## src/rtl/shift_reg_univ.sv

```systemverilog
// WIDTH-bit universal register: hold / shift right / shift left / parallel load,
// with synchronous set and a shift counter. Optional rotate via SHIFT_REG_UNIV_ROTATE_EN.

// Next-state select for one register bit; set overrides every mode.
module shift_reg_univ_bit (
   input  logic       cur_i,
   input  logic       hi_i,
   input  logic       lo_i,
   input  logic       d_i,
   input  logic       set_val_i,
   input  logic       set_i,
   input  logic [1:0] mode_i,
   output logic       nxt_o
);
   always_comb begin
      nxt_o = cur_i;
      if (set_i) begin
         nxt_o = set_val_i;
      end else begin
         case (mode_i)
            2'b01:   nxt_o = hi_i;
            2'b10:   nxt_o = lo_i;
            2'b11:   nxt_o = d_i;
            default: nxt_o = cur_i;
         endcase
      end
   end
endmodule

module shift_reg_univ #(
   parameter int               WIDTH   = 8,
   parameter logic [WIDTH-1:0] SET_VAL = {WIDTH{1'b1}},
   parameter logic [WIDTH-1:0] RST_VAL = '0,
   localparam int              CW      = $clog2(WIDTH+1)
) (
`ifdef SHIFT_REG_UNIV_ROTATE_EN
   input  logic             rot,
`endif
   input  logic             clk,
   input  logic             rst,
   input  logic             set,
   input  logic [1:0]       mode,
   input  logic [WIDTH-1:0] d,
   input  logic             sin_r,
   input  logic             sin_l,
   output logic [WIDTH-1:0] q,
   output logic             sout,
   output logic [CW-1:0]    cnt,
   output logic             done
);
   localparam logic [CW-1:0] LAST = CW'(WIDTH-1);

   logic [WIDTH-1:0] q_q, q_d;
   logic             sout_q, sout_d;
   logic [CW-1:0]    cnt_q, cnt_d;
   logic             done_q, done_d;
   logic             fill_r, fill_l;
   logic [WIDTH+1:0] ext;

`ifdef SHIFT_REG_UNIV_ROTATE_EN
   assign fill_r = rot ? q_q[0]       : sin_r;
   assign fill_l = rot ? q_q[WIDTH-1] : sin_l;
`else
   assign fill_r = sin_r;
   assign fill_l = sin_l;
`endif

   // ext[i+2] is bit i's upper neighbour, ext[i] its lower neighbour.
   assign ext = {fill_r, q_q, fill_l};

   for (genvar i = 0; i < WIDTH; i++) begin : g_bit
      shift_reg_univ_bit u_bit (
         .cur_i     (q_q[i]),
         .hi_i      (ext[i+2]),
         .lo_i      (ext[i]),
         .d_i       (d[i]),
         .set_val_i (SET_VAL[i]),
         .set_i     (set),
         .mode_i    (mode),
         .nxt_o     (q_d[i])
      );
   end

   always_comb begin
      sout_d = sout_q;
      cnt_d  = cnt_q;
      done_d = 1'b0;
      if (set) begin
         cnt_d = '0;
      end else begin
         case (mode)
            2'b01, 2'b10: begin
               sout_d = (mode == 2'b01) ? q_q[0] : q_q[WIDTH-1];
               if (cnt_q == LAST) begin
                  cnt_d  = '0;
                  done_d = 1'b1;
               end else begin
                  cnt_d = cnt_q + CW'(1);
               end
            end
            2'b11:   cnt_d = '0;
            default: ;
         endcase
      end
   end

   always_ff @(posedge clk or posedge rst) begin
      if (rst) begin
         q_q    <= RST_VAL;
         sout_q <= 1'b0;
         cnt_q  <= '0;
         done_q <= 1'b0;
      end else begin
         q_q    <= q_d;
         sout_q <= sout_d;
         cnt_q  <= cnt_d;
         done_q <= done_d;
      end
   end

   assign q    = q_q;
   assign sout = sout_q;
   assign cnt  = cnt_q;
   assign done = done_q;
endmodule

```

## config.mk

```make
export PLATFORM = sky130hd
export DESIGN_NAME = shift_reg_univ
export DESIGN_NICKNAME = d
export VERILOG_FILES = /design/src/rtl/shift_reg_univ.sv
export SDC_FILE = /design/constraint.sdc
export NUM_CORES = 1
export LEC_CHECK = 0
export BUFFER_PORTS_ARGS = -buffer_cell sky130_fd_sc_hd__buf_2
export CORE_MARGIN = 5
export CORE_UTILIZATION = 48
export DETAILED_ROUTE_END_ITERATION = 7
export GPL_ROUTABILITY_DRIVEN = 0
export GPL_TIMING_DRIVEN = 1
export PLACE_DENSITY = 0.76
export SLEW_MARGIN = 15
export SYNTH_ARGS = -nofsm -noshare
export SYNTH_HDL_FRONTEND = slang
export SYNTH_HIERARCHICAL = 1
export SYNTH_SLANG_ARGS = --single-unit
```

## constraint.sdc

```tcl
create_clock -name clk -period 1.8 [get_ports clk]
set_clock_uncertainty 0.1 [all_clocks]
set_input_delay 0.36 -clock clk [delete_from_list [all_inputs] [get_ports clk]]
set_output_delay 0.36 -clock clk [all_outputs]
set_load 0.1 [all_outputs]
```

==> results of run 1 <==
==> how the worst max path moves through the flow <==
stage | start | to | cells past startpoint | slack (ps)
after floorplan | q[1] | q[1] | 3 | 150
after global placement | mode[0] | cnt[3] | 5 | 180
after detailed placement | mode[0] | cnt[3] | 5 | 140
after CTS | q[7] | q[7] | 1 | 190
after global routing | q[0] | q[0] | 1 | 140
final | q[7] | q[7] | 1 | 200
==> registers in the layout, summed over array words and instances, names as in the netlist <==
register and flops:
cnt 4, done 1, sout 1, q 8
==> per-stage QoR <==
step | area, um^2 | worst slack, ps | utilization | hold WS (ps)
2_1_floorplan | 892 | 154 | - | 149
3_5_place_dp | 1090 | 135 | 0.629 | 331
4_1_cts | 1110 | 191 | 0.644 | 30.6
5_1_grt | 1110 | 142 | 0.644 | 60.6
6_report | 1110 | 204 | 0.644 | 14.5
3_3_place_gp | 1090 | 175 | 0.629 | 327
==> cells in the final DEF, fill, tap and decap left out, types with 8 or more instances in the layout <==
cell type	synthesis	routed
mux2i_1	10	10
conb_1	1	8
nor2_1	11	11
nor2b_1	8	8
dfrtp_1	14	11
inv_1	10	10
a311oi_1	8	8
buf_2	0	28
a2111oi_1	8	8
==> kinds of logic after synthesis <==
group,Yosys count
XOR/XNOR,1
AO/OA/AOI/OAI,19
multiplexers,10
AND/OR/NAND/NOR,29
adder cells (fa/ha/maj),3
buffers and inverters,10
flip-flops,14
other,1
==> cell usage after synthesis (all sizes together) <==
cell,number
and2b,1
nand4b,1
nor2,11
a311oi,8
nand2,3
a2111oi,8
ha,3
mux2i,10
nand3b,1
nor3,3
nor2b,8
inv,10
conb,1
xnor2,1
a21oi,1
a211oi,2
dfrtp,14
or3,1
==> where the power goes <==
| group | switching, mW | internal, mW |
|---|---|---|
| logic | 0.294 | 0.0836 |
| registers | 0.0261 | 0.342 |
| clock network | 0.102 | 0.0859 |
==> layer usage <==
layer,up-vias,routed length (um)
li1,401,-
met4,0,8
met1,370,916
met3,2,134
met2,24,970
met5,-,0
==> layout make-up <==
cell class	count	area, um^2
Tap cell	25	31.3
Inverter	10	37.5
Fill cell	160	614
Multi-Input combinational cell	70	500
Timing Repair Buffer	31	163
Clock buffer	4	26.3
Sequential cell	14	354
==> summary.txt, run 1 <==
Global routing
  – Via count of the first global-routing pass: 703
  – GRT met2 Usage: 0.242
  – GR Overflow Total: 0
  – Initial antenna violation count: 0
  – Largest net degree at the start of global routing: 26
  – GR Util met3: 0.0285
  – Total track usage: 0.162
  – M1 GR Usage: 0.231
  – Global route hottest layer: met2
  – First-pass GRT wire length: 3.31 mm

Placement
  – Port-buffer cells: 28
  – Post-Place Cells: 150
  – Post-detail-place hpwl: 1.45 mm

Run status
  – Status: completed

Power and ir drop
  – Peak VDD IR: 0.503 mV
  – LEAKAGE: 0.546 nW
  – Pwr dens: 840 nW/um^2
  – Power Total: 934 uW

Worst setup path
  – FF-to-FF End: cnt[3]
  – Worst Setup End Kind: output pin
  – WP buf/inv: 1
  – CP Data Required Time: 1340 ps
  – Worst Path Max Fanout: 4
  – Worst EP arrival: 1140 ps
  – R2R setup slack: 390 ps
  – Crit Reg-Reg Startpoint: cnt[0]
  – Worst setup SP type: flop
  – Worst stage delay on the critical path: 450 ps
  – Crit-path cells: buf_2
  – Worst path top cell family by delay: buffers and inverters
  – CP max-delay cell: buf_2
  – R2R cell count: 3
  – Crit Path Class: flop to output pin

Clock tree
  – CTS Buffer Depth: 2
  – H-tree depth: 1
  – TritonCTS clock tree: yes
  – Num CTS Buffers: 3
  – Clk slew on worst S/H paths: 90 ps
  – Clock root buffer: clkbuf_4
  – Clock Sinks: 14
  – Hold_buf cts: 0
  – Post_cts resized: 0
  – Later-pin clock latency in the skew report: 280 ps
  – Setup bufs post-CTS: 0

Synth
  – Synth area leader: dfrtp_1
  – Simple-gate portion of the synthesized area: 0.173
  – Yosys top cell area share: 0.406
  – Syn. warnings: 6
  – Main combinational cell family by area after synthesis: compound AO/OA/AOI/OAI gates
  – Synth area leaders: dfrtp_1, mux2i_1, a2111oi_1
  – Post-synthesis compound-gate area fraction: 0.203
  – Syn Std Cell Area: 862 um^2
  – Synth Area in Adders: 0.0435
  – Post-Synth XOR/XNOR Area: 0.0102
  – Syn Area/Cell: 9.91 um^2
  – Mux contribution to synthesized area: 0.116
  – Post-synth cell types: 19
  – Synth Register Bits: 14
  – Register area share after synthesis: 0.406
  – Post-synthesis cell count: 87

Floorplanning
  – Die height: 52.4 um
  – Initial Util: 0.499
  – Core ar.: 1730 um^2
  – Ports: 29
  – Die X: 52.4 um
  – Die area: 2740 um^2
  – # rows: 15

STA
  – Endpoints failing setup: 0
  – Slew @ Worst Pin: 537 ps
  – Max Clock Freq: 0.626 GHz
  – Final hold vios: 0
  – Final Cycle Share: 0.887
  – Slew Viols, Final: 0
  – Relative slew slack: 0.641
  – RSZ-0062 raised after global routing: false
  – Crit path time final: 1600 ps
  – Setup TNS: 0 ps

Route
  – Residual DRC count: 0
  – Routed WL per cell: 13.2 um
  – Pre-antenna DRT Iters: 4
  – Vias per inst: 5.18
  – Routed Antenna Nets: 0
  – DR iter-0 viols: 24
  – WL final: 2.03 mm
  – Vias: 797

Finish
  – ANT cells: 0
  – Share of cells above drive strength 1: 0.302
  – Layout Cells excl Fill: 154
  – Final nets: 148
  – Synth-to-layout area growth: 29.0%

Worst hold path
  – Hold Path Class: input port to asynchronous set/reset pin

Job
  – Max_cap viols: 0
(Power assumes the default switching activity.)
==> run 2, diff against run 1 <==
- ABC_AREA: not set -> 1
- CORE_UTILIZATION: 48 -> 50
- PLACE_DENSITY: 0.76 -> 0.77
==> run 2 against run 1 <==
  * Core utilization increased by 3.3 points
  * Critical path depth unchanged
  * Flip-flop and latch count unchanged
  * Total power increased by 3.9%
  * Final cell count increased by 40%
  * Synthesized area increased by 9.4%
  * Global-route usage increased by 2.2 points
==> summary.txt, run 2 <==
Synth
  – Syn Area/Cell: 6.33 um^2
  – Most common cell in the netlist: nand2_1
  – Post-synth cell types: 16
  – Synth cell count leaders: nand2_1, inv_1, nand3_1, dfrtp_1, nor2_1
  – Number of synthesized flops with an enable pin: 0
  – Syn. warnings: 6
  – Ys async rst share: 1.00
  – Register area share after synthesis: 0.371
  – Primary FF master, synth: dfrtp_1
  – Synth area leaders: dfrtp_1, nand2_1, nand3_1
  – Yosys top cell area share: 0.371
  – Post-synthesis cell count: 149
  – Syn Std Cell Area: 943 um^2
  – Synth Register Bits: 14
  – Synth area leader: dfrtp_1

Placement
  – Port-buffer cells: 28
  – Post-detail-place hpwl: 1.64 mm
  – Post-Place Cells: 211

Worst setup path
  – Crit-path cells: buf_2
  – Worst stage delay on the critical path: 460 ps
  – CP Data Required Time: 1340 ps
  – Worst Setup End Kind: output pin
  – Worst Path Max Fanout: 6
  – Crit Reg-Reg Startpoint: cnt[0]
  – Worst EP arrival: 1190 ps
  – CP max-delay cell: buf_2
  – CP startpoint: cnt[2]
  – R2R cell count: 6
  – Crit Path Class: flop to output pin
  – FF-to-FF End: cnt[0]
  – R2R setup slack: 550 ps
  – WP buf/inv: 1
  – Worst path top cell family by delay: buffers and inverters
  – Worst setup SP type: flop

Clock tree
  – Hold_buf cts: 0
  – Clock Sinks: 14
  – Later-pin clock latency in the skew report: 280 ps
  – CTS Buffer Depth: 2
  – Clk slew on worst S/H paths: 90 ps
  – Clock root buffer: clkbuf_4
  – TritonCTS clock tree: yes
  – Setup bufs post-CTS: 0
  – H-tree depth: 1
  – Num CTS Buffers: 3
  – Post_cts resized: 0

Floorplanning
  – Ports: 29
  – Core ar.: 1760 um^2
  – Die X: 53.4 um
  – Initial Util: 0.535
  – Die height: 53.4 um
  – Die area: 2860 um^2
  – # rows: 15

Run status
  – Status: completed

Global routing
  – Largest net degree at the start of global routing: 23
  – Via count of the first global-routing pass: 957
  – GR Overflow Total: 0
  – Initial antenna violation count: 0
  – Total track usage: 0.184
  – First-pass GRT wire length: 3.88 mm

Job
  – Max_cap viols: 0

STA
  – Final hold vios: 0
  – Final Cycle Share: 0.916
  – Crit path time final: 1650 ps
  – Slew Viols, Final: 0
  – Slew @ Worst Pin: 548 ps
  – Relative slew slack: 0.634
  – Hold slack final: 10.8 ps
  – Setup TNS: 0 ps
  – RSZ-0062 raised after global routing: false
  – Max Clock Freq: 0.606 GHz
  – Endpoints failing setup: 0

Power and ir drop
  – Pwr dens: 812 nW/um^2
  – Peak VDD IR: 0.474 mV
  – Cell Int Power: 540 uW
  – P_sw: 430 uW
  – Switching share of power: 0.444
  – LEAKAGE: 0.758 nW
  – Fraction of power consumed by the clock network: 0.235
  – Logic gate share of total power: 0.385
  – Flop pwr share: 0.380

Worst hold path
  – Hold Path Class: input port to asynchronous set/reset pin

Finish
  – Final nets: 209
  – Most frequent cells in the layout: nand2_1, inv_1, buf_2
  – Layout Cells excl Fill: 215
  – Commonest non-fill, non-tap cell in the layout: nand2_1
  – Synth-to-layout area growth: 26.7%
  – ANT cells: 0
  – Largest register FFs: 8
  – Share of cells above drive strength 1: 0.216

Route
  – Routed Antenna Nets: 0
  – WL final: 2.16 mm
  – Vias per inst: 4.62
  – Routed WL per cell: 10.0 um
  – DR iter-0 viols: 20
  – Pre-antenna DRT Iters: 4
  – Vias: 994
  – Residual DRC count: 0
run 2: cell types whose count changed in the layout (fill, tap and decap cells not counted), sizes merged, moves of 5 or more:
cell / change
nor2: -5
a311oi: -8
nand2: +59
mux2i: -10
nand3: +26
nor2b: -8
a2111oi: -8
inv: +21
run 2: how the worst max path moves through the flow:
stage,to,cells after the start,slack (ps)
5_1_grt,cnt[2],1,80
3_5_place_dp,cnt[0],7,380
6_report,cnt[2],1,150
3_3_place_gp,cnt[0],7,430
2_1_floorplan,cnt[3],5,200
4_1_cts,cnt[2],1,150
run 2: area by class of cell:
type                       instances  area, um^2
fill                             189         569
inverter                          31         116
timing repair buffer              30         155
tap                               25        31.3
clock buffer                       4        36.3
multi-input combinational        111         503
sequential                        14         353
run 2: cells by family after synthesis:
group | Yosys count | share of synthesized area
AND/OR/NAND/NOR | 98 | 0.450
buffers and inverters | 31 | 0.123
flip-flops | 14 | 0.371
adder cells (fa/ha/maj) | 3 | 0.0398
AO/OA/AOI/OAI | 2 | 0.0119
other | 1 | 0.00397
run 2: power groups by stage:
stage	Clock [mW]	Combinational, mW	Sequential (mW)
after detailed placement	0	0.375	0.375
final	0.228	0.373	0.368
after floorplan	0	0.0969	0.565
after global routing	0.256	0.401	0.374
after global placement	0	0.369	0.373
after CTS	0.237	0.376	0.368
run 2: per-stage QoR:
stage	utilization	worst slack, ps	instance area [um^2]	total power, mW
floorplan	-	201	972	0.661
CTS	0.677	146	1190	0.981
global route	0.677	78.3	1190	1.03
global placement	0.657	426	1160	0.742
detailed placement	0.657	380	1160	0.750
finish	0.677	150	1190	0.970
run 2: per-layer routing:
| layer | vias to the layer above | GRT usage | share of wire |
|---|---|---|---|
| li1 | 529 | - | - |
| met1 | 442 | 0.227 | 0.48 |
| met4 | 0 | 0.0723 | 0.0060 |
| met2 | 21 | 0.310 | 0.46 |
| met3 | 2 | 0.0366 | 0.049 |
| met5 | - | 0 | 0 |
==> run 3, diff against run 2 <==
- CORE_MARGIN: 5 -> not set
==> run 3 against run 2 <==
  * Core utilization rose by 0.73 points
  * Global-route usage grew 4.0 points
  * Routed wire length is 2.0% lower
  * Highest routed layer unchanged
  * Worst setup slack lost 6.3 ps
  * Final cell count did not move
  * Largest power group unchanged
  * Sequential power about the same
  * Total power increased by 0.79%
  * Clock-buffer cell count did not move
  * Combinational power hardly changed
  * Final area is the same
==> summary.txt, run 3 (synthesized netlist as in run 2, its figures left out) <==
Run status
  – Status: completed

Worst setup path
  – CP Data Required Time: 1340 ps
  – FF-to-FF End: cnt[3]
  – Worst Setup End Kind: output pin
  – Crit Path Class: flop to output pin
  – R2R setup slack: 580 ps
  – Worst stage delay on the critical path: 460 ps
  – Worst EP arrival: 1200 ps
  – CP max-delay cell: buf_2
  – Crit-path cells: buf_2
  – WP buf/inv: 1
  – Worst path top cell family by delay: buffers and inverters
  – Critical path depth: 1
  – Worst Path Max Fanout: 6
  – Crit Reg-Reg Startpoint: cnt[0]
  – Worst setup SP type: flop
  – R2R cell count: 6

Global routing
  – Largest net degree at the start of global routing: 25
  – GR Overflow Total: 0
  – M1 GR Usage: 0.290
  – GR Util met3: 0.0238
  – GRT met2 Usage: 0.380
  – First-pass GRT wire length: 3.38 mm
  – Global route hottest layer: met2
  – Initial antenna violation count: 0
  – Total track usage: 0.225
  – Via count of the first global-routing pass: 840

Clock tree
  – H-tree depth: 1
  – Clock Sinks: 14
  – Later-pin clock latency in the skew report: 280 ps
  – Clock root buffer: clkbuf_4
  – Post_cts resized: 0
  – Setup bufs post-CTS: 0
  – Hold_buf cts: 0
  – Clk slew on worst S/H paths: 90 ps
  – Num CTS Buffers: 3
  – TritonCTS clock tree: yes
  – CTS Buffer Depth: 2

Power and ir drop
  – Pwr dens: 818 nW/um^2
  – LEAKAGE: 0.758 nW
  – Peak VDD IR: 0.525 mV
  – Power Total: 978 uW

Route
  – Residual DRC count: 0
  – Vias: 993
  – Pre-antenna DRT Iters: 4
  – Routed Antenna Nets: 0
  – DR iter-0 viols: 18
  – WL final: 2.12 mm
  – Vias per inst: 4.62
  – Routed WL per cell: 9.85 um

Placement
  – Post-Place Cells: 211
  – Port-buffer cells: 28
  – Post-detail-place hpwl: 1.53 mm

Finish
  – Synth-to-layout area growth: 26.7%
  – FF/Latch Area: 353 um^2
  – Largest register FFs: 8
  – Layout Cells excl Fill: 215
  – Area of the multi-input gates: 503 um^2
  – Final nets: 209
  – Share of cells above drive strength 1: 0.216
  – ANT cells: 0
  – FILL cells: 160
  – Commonest non-fill, non-tap cell in the layout: nand2_1
  – Most frequent cells in the layout: nand2_1, inv_1, buf_2

STA
  – Setup TNS: 0 ps
  – Max Clock Freq: 0.604 GHz
  – Endpoints failing setup: 0
  – Final Cycle Share: 0.920
  – Relative slew slack: 0.636
  – Crit path time final: 1660 ps
  – Slew @ Worst Pin: 545 ps
  – RSZ-0062 raised after global routing: false
  – Final hold vios: 0
  – Slew Viols, Final: 0

Floorplanning
  – Die height: 45.4 um
  – Ports: 29
  – Die area: 2060 um^2
  – Die X: 45.4 um
  – Initial Util: 0.541
  – # rows: 15
  – Core ar.: 1750 um^2

Worst hold path
  – Hold Path Class: input port to asynchronous set/reset pin

Job
  – Max_cap viols: 0
-- run 3: cell counts in the layout (fill, tap and decap cells not counted) --
No cell type changed its count.
-- run 3: how the worst max path moves through the flow --
stage	slack, ps	endpoint	startpoint
after floorplan	200	cnt[3]	cnt[2]
after global placement	370	cnt[0]	mode[1]
after detailed placement	360	cnt[3]	mode[1]
after CTS	140	cnt[3]	cnt[3]
after global routing	90	cnt[3]	cnt[3]
final	140	cnt[3]	cnt[3]
-- run 3: where the power goes --
group | internal [mW] | leakage (nW) | switching, mW | total (mW)
clock | 0.123 | 0.0210 | 0.113 | 0.236
combinational | 0.0755 | 0.564 | 0.298 | 0.373
sequential | 0.341 | 0.173 | 0.0272 | 0.369
total | 0.540 | 0.758 | 0.438 | 0.978
-- run 3: area by class of cell --
cell class / instances / area share
flip-flops and latches: 14 / 0.295
well taps: 25 / 0.0262
clock buffers: 4 / 0.0304
multi-input cells: 111 / 0.421
inverters: 31 / 0.0974
repair buffers: 30 / 0.130
-- run 3: stage by stage --
stage	cell area (um^2)	utilization	setup WS [ps]	hold slack, ps
2_1_floorplan	972	-	201	149
6_report	1190	0.685	144	4.26
3_5_place_dp	1160	0.664	358	330
3_3_place_gp	1160	0.664	368	331
4_1_cts	1190	0.685	136	22.4
5_1_grt	1190	0.685	93.4	39.5
-- run 3: metal layers --
metal	routed length, um	vias to the layer above	share of wire
met2	1040	20	0.49
met4	12	0	0.0057
li1	-	528	-
met5	0	-	0
met1	999	443	0.47
met3	63	2	0.030
